**src/rtl/traffic_ctrl_param.sv**
```systemverilog
// Two-road traffic light controller: G1/Y1/R1/G2/Y2/R2 cycle timed by an external tick strobe,
// night flashing mode, optional pedestrian green-shortening when `PED_REQ_EN is defined.
//
// state | meaning
// G1    | road-1 green, road-2 red
// Y1    | road-1 yellow, road-2 red
// R1    | all-red clearance before road-2 green
// G2    | road-2 green, road-1 red
// Y2    | road-2 yellow, road-1 red
// R2    | all-red clearance before road-1 green (also reset / night exit)
// NIGHT | both heads flash yellow together
module traffic_ctrl_param #(
   parameter int CNT_W     = 6,
   parameter int GREEN1_T  = 25,
   parameter int GREEN2_T  = 25,
   parameter int YELLOW_T  = 5,
   parameter int ALL_RED_T = 2,
   parameter int PED_MIN_T = 5
) (
   input  logic             clk,
   input  logic             rst,
   input  logic             tick,
   input  logic             night,
`ifdef PED_REQ_EN
   input  logic [1:0]       ped_req,
`endif
   output logic [2:0]       light1,
   output logic [2:0]       light2,
   output logic [CNT_W-1:0] count
);

   typedef enum logic [2:0] {G1, Y1, R1, G2, Y2, R2, NIGHT} state_t;

   localparam logic [CNT_W-1:0] G1_LD  = CNT_W'(GREEN1_T - 1);
   localparam logic [CNT_W-1:0] G2_LD  = CNT_W'(GREEN2_T - 1);
   localparam logic [CNT_W-1:0] Y_LD   = CNT_W'(YELLOW_T - 1);
   localparam logic [CNT_W-1:0] AR_LD  = CNT_W'(ALL_RED_T - 1);
   localparam logic [2:0]       H_GRN  = 3'b100;
   localparam logic [2:0]       H_RED  = 3'b010;
   localparam logic [2:0]       H_YEL  = 3'b001;

   if (GREEN1_T < 1 || GREEN2_T < 1 || YELLOW_T < 1 || ALL_RED_T < 1 ||
       PED_MIN_T < 1 || PED_MIN_T > GREEN1_T || PED_MIN_T > GREEN2_T) begin : g_bad_param
      $error("traffic_ctrl_param: illegal phase length parameter");
   end

   state_t state;

   function automatic state_t succ(input state_t s);
      case (s)
         G1:      return Y1;
         Y1:      return R1;
         R1:      return G2;
         G2:      return Y2;
         Y2:      return R2;
         default: return G1;
      endcase
   endfunction

   function automatic logic [CNT_W-1:0] load_of(input state_t s);
      case (s)
         G1:      return G1_LD;
         G2:      return G2_LD;
         Y1, Y2:  return Y_LD;
         default: return AR_LD;
      endcase
   endfunction

   function automatic logic [5:0] heads_of(input state_t s);
      case (s)
         G1:      return {H_GRN, H_RED};
         Y1:      return {H_YEL, H_RED};
         G2:      return {H_RED, H_GRN};
         Y2:      return {H_RED, H_YEL};
         default: return {H_RED, H_RED};
      endcase
   endfunction

`ifdef PED_REQ_EN
   localparam logic [CNT_W-1:0] PED_LD = CNT_W'(PED_MIN_T - 1);
   logic [1:0] ped_lat;
   logic [1:0] ped_eff;
   logic [1:0] ped_clr;
   logic       ped_hit;

   // a request arriving on the tick edge itself still counts for that tick
   assign ped_eff = ped_lat | ped_req;
   assign ped_clr = {state == G2, state == G1};
   assign ped_hit = |(ped_eff & ped_clr);
`endif

   always_ff @(posedge clk or posedge rst) begin
      if (rst) begin
         state  <= R2;
         count  <= AR_LD;
         light1 <= H_RED;
         light2 <= H_RED;
`ifdef PED_REQ_EN
         ped_lat <= 2'b00;
`endif
      end else begin
`ifdef PED_REQ_EN
         ped_lat <= ped_eff;
`endif
         if (tick) begin
            if (night) begin
               if (state != NIGHT) begin
                  state  <= NIGHT;
                  count  <= '0;
                  light1 <= H_YEL;
                  light2 <= H_YEL;
               end else begin
                  light1 <= light1 ^ H_YEL;
                  light2 <= light2 ^ H_YEL;
               end
`ifdef PED_REQ_EN
               ped_lat <= 2'b00;
`endif
            end else if (state == NIGHT) begin
               state  <= R2;
               count  <= AR_LD;
               light1 <= H_RED;
               light2 <= H_RED;
            end else begin
               if (count == '0) begin
                  state            <= succ(state);
                  count            <= load_of(succ(state));
                  {light1, light2} <= heads_of(succ(state));
`ifdef PED_REQ_EN
               end else if (ped_hit && count > PED_LD) begin
                  count <= PED_LD;
`endif
               end else begin
                  count <= count - 1'b1;
               end
`ifdef PED_REQ_EN
               ped_lat <= ped_eff & ~ped_clr;
`endif
            end
         end
      end
   end

endmodule

```
**config.mk**
```make
export PLATFORM = sky130hd
export DESIGN_NAME = traffic_ctrl_param
export DESIGN_NICKNAME = d
export VERILOG_FILES = /design/src/rtl/traffic_ctrl_param.sv
export SDC_FILE = /design/constraint.sdc
export NUM_CORES = 1
export LEC_CHECK = 0
export CORE_ASPECT_RATIO = 1.2
export CORE_UTILIZATION = 61
export CTS_CLUSTER_SIZE = 12
export DETAILED_ROUTE_END_ITERATION = 16
export DONT_BUFFER_PORTS = 1
export HOLD_SLACK_MARGIN = 0.03
export PLACE_DENSITY_LB_ADDON = 0.15
export SYNTH_ARGS = -nofsm -noshare
export SYNTH_HDL_FRONTEND = slang
export SYNTH_SLANG_ARGS = --single-unit
```
**constraint.sdc**
```tcl
create_clock -name clk -period 1.85 [get_ports clk]
set_input_delay 0.2775 -clock clk [delete_from_list [all_inputs] [get_ports clk]]
set_output_delay 0.2775 -clock clk [all_outputs]
set_load 0.05 [all_outputs]
```
==> metrics <==
Placed Area=1090 µm²; Synth Area in Simple Gates=0.239; DRT Pass-1 Iters=4; required time worst endpoint=2.08 ns; Reg2Reg Launch Point=count[1]; clk_skew=0.00528 ns; RR Endpoint=count[4]; maximum clock path buffer count=2; Clk Latency, worst-skew pair=0.29 ns; cell count after placement=134; via count=955; Core ar.=1520 µm²; Worst Tran Pin Value=0.587 ns; DR WL/cell=16.9 µm; final layout net count=128; most common cell after layout, fill and taps aside=nand2_1; RSZ-0062 raised after global routing=no; Crit Path Class=register to register; final setup vio count=0; Mapped Nets=121; WP data arrival=1.97 ns; Synth Instances=116; post-synth top area cell=dfrtp_1; H-tree depth=1; Crit Path Max Fanout=6; final wirelength=2350 µm; proportion of layout cells with a drive suffix above 1=0.230; Clock Sinks=15; post-synthesis compound-gate area fraction=0.295; Antenna Cells=0; share of the synthesized area in the top cell type=0.241; CTS Hold Bufs=1; I/O Pins=16; fmax=0.575 GHz; area grow syn2layout=8.19%; Site Rows=15; Post-synth EDFFs=0; period utilisation layout=0.940; hold_sp=tick; CTS-repair resized insts=0; Die X=39.7 µm; CTS buffer count=3; area of the die=1870 µm²; final setup TNS=0 ns; remaining routing DRC violations=0; first-pass GRT wire length=3860 µm; run status=finished, final reports clean; Post-Syn Area=1040 µm²; xor/xnor cell area share of the yosys netlist=0.0169; port bufs=0; Period minus WS final=1.74 ns; largest net degree at the start of global routing=24; DR iter-0 viols=23; r2r setup slk=0.11 ns; Final HPWL DP=1670 µm; post-synthesis adder-cell area fraction=0.0120; CTS tree=built; vias in the first global route=903; antenna-violating nets left=0; Root Buffer=clkbuf_4; Worst-path clk slew=0.09 ns; mux contribution to synthesized area=0; synth top area cells=dfrtp_1 24%, dfstp_2 13%, o21ai_0 3.9%; final count of hold timing violations=0; startpoint types=register; ys async rst share=1.00; max_cap viols=0; Die Height=47.2 µm; worst reg-to-reg path cell count=6; nature of the critical path endpoint=register; Yosys cell types=47; synthesis-stage register bit count=15; post-layout instance area=1120 µm²; YS warnings=0; number of vias per cell=6.87; hold endpoint=state[0]; Non-Filler Instances=139; main combinational cell family by area after synthesis=compound AO/OA/AOI/OAI gates; gr usage total=0.301; HP Class=input port to register; routability cong.=0.840; top_reg_cell synth=dfrtp_1; post-synthesis sequential area ratio=0.367; GRT overflow=0; worst hold path depth=1; pins over their slew limit=0; Setup Slack @ Placement=0.164 ns; setup ws final=0.110 ns; Mean Syn Cell Area=8.95 µm²; antenna violations before repair=0; commonest cells after routing, fill and taps aside=10 x nand2_1, 9 x buf_4, 8 x o21ai_0, 8 x dfrtp_1, 7 x inv_1; Initial Utilization=0.683; postcts setup bufs=0; worst relative slew slack=0.608
per-stage QoR:
step,hold WS [ns],util
after detailed placement,0.266,0.715
after CTS,0.0357,0.739
after global routing,0.0335,0.739
after global placement,0.244,0.715
final,0.0405,0.739
after floorplan,0.175,-
layout make-up:
cell class              count  area, µm²
flip-flops and latches     15        384
inverters                   8       30.0
well taps                  17       21.3
clock buffers               4       26.3
multi-input cells          85        584
repair buffers             10       77.6
fillers                   118        397
sequential cells by signal, summed over array words and instances, names as in the netlist:
signal  flops
light2      3
count       6
light1      3
state       3
critical path, stage by stage (launching register included):
cell and delay, ns:
dfrtp_2 0.41, inv_1 0.06, ha_1 0.23, nand2_1 0.11, or4_2 0.55, o21ai_0 0.17
a22o_1 0.14
routing by layer:
layer / GRT usage / part of all wire
met4: 0.193 / 0.035
met5: 0 / 0
met2: 0.495 / 0.48
met3: 0.0474 / 0.040
met1: 0.359 / 0.44
cells in the mapped netlist, types with 2 or more instances:
library cell,n
a21oi_1,4
a22o_1,4
a22o_2,2
and3b_1,2
buf_2,4
clkbuf_1,2
dfrtp_1,10
dfstp_2,5
inv_1,7
nand2_1,10
nand2b_1,3
nand3_1,6
nand4_1,4
nor2_1,4
nor4_1,2
o21ai_0,8
o21ai_1,4
o221ai_1,2
o311ai_0,2
o31ai_1,3
o41ai_1,2
how the worst max path moves through the flow:
| stage | start | endpoint | depth (start not counted) |
|---|---|---|---|
| after floorplan | count[1] | count[4] | 7 |
| final | count[1] | count[4] | 6 |
| after CTS | count[1] | count[4] | 6 |
| after global placement | count[2] | state[1] | 4 |
| after detailed placement | count[2] | light1[0] | 4 |
| after global routing | state[0] | count[3] | 4 |
cells by family (layout without fill, tap and decap cells):
kind of cell,count (synthesis),in the layout
compound gates,41,41
xor+xnor,2,2
fa+ha+maj,1,1
buf+inv,16,22
flops,15,15
simple gates,41,41
Power is left out: the tool's default activity adds up to more than one toggle a clock period on the data nets, which glitch-free logic cannot reach.
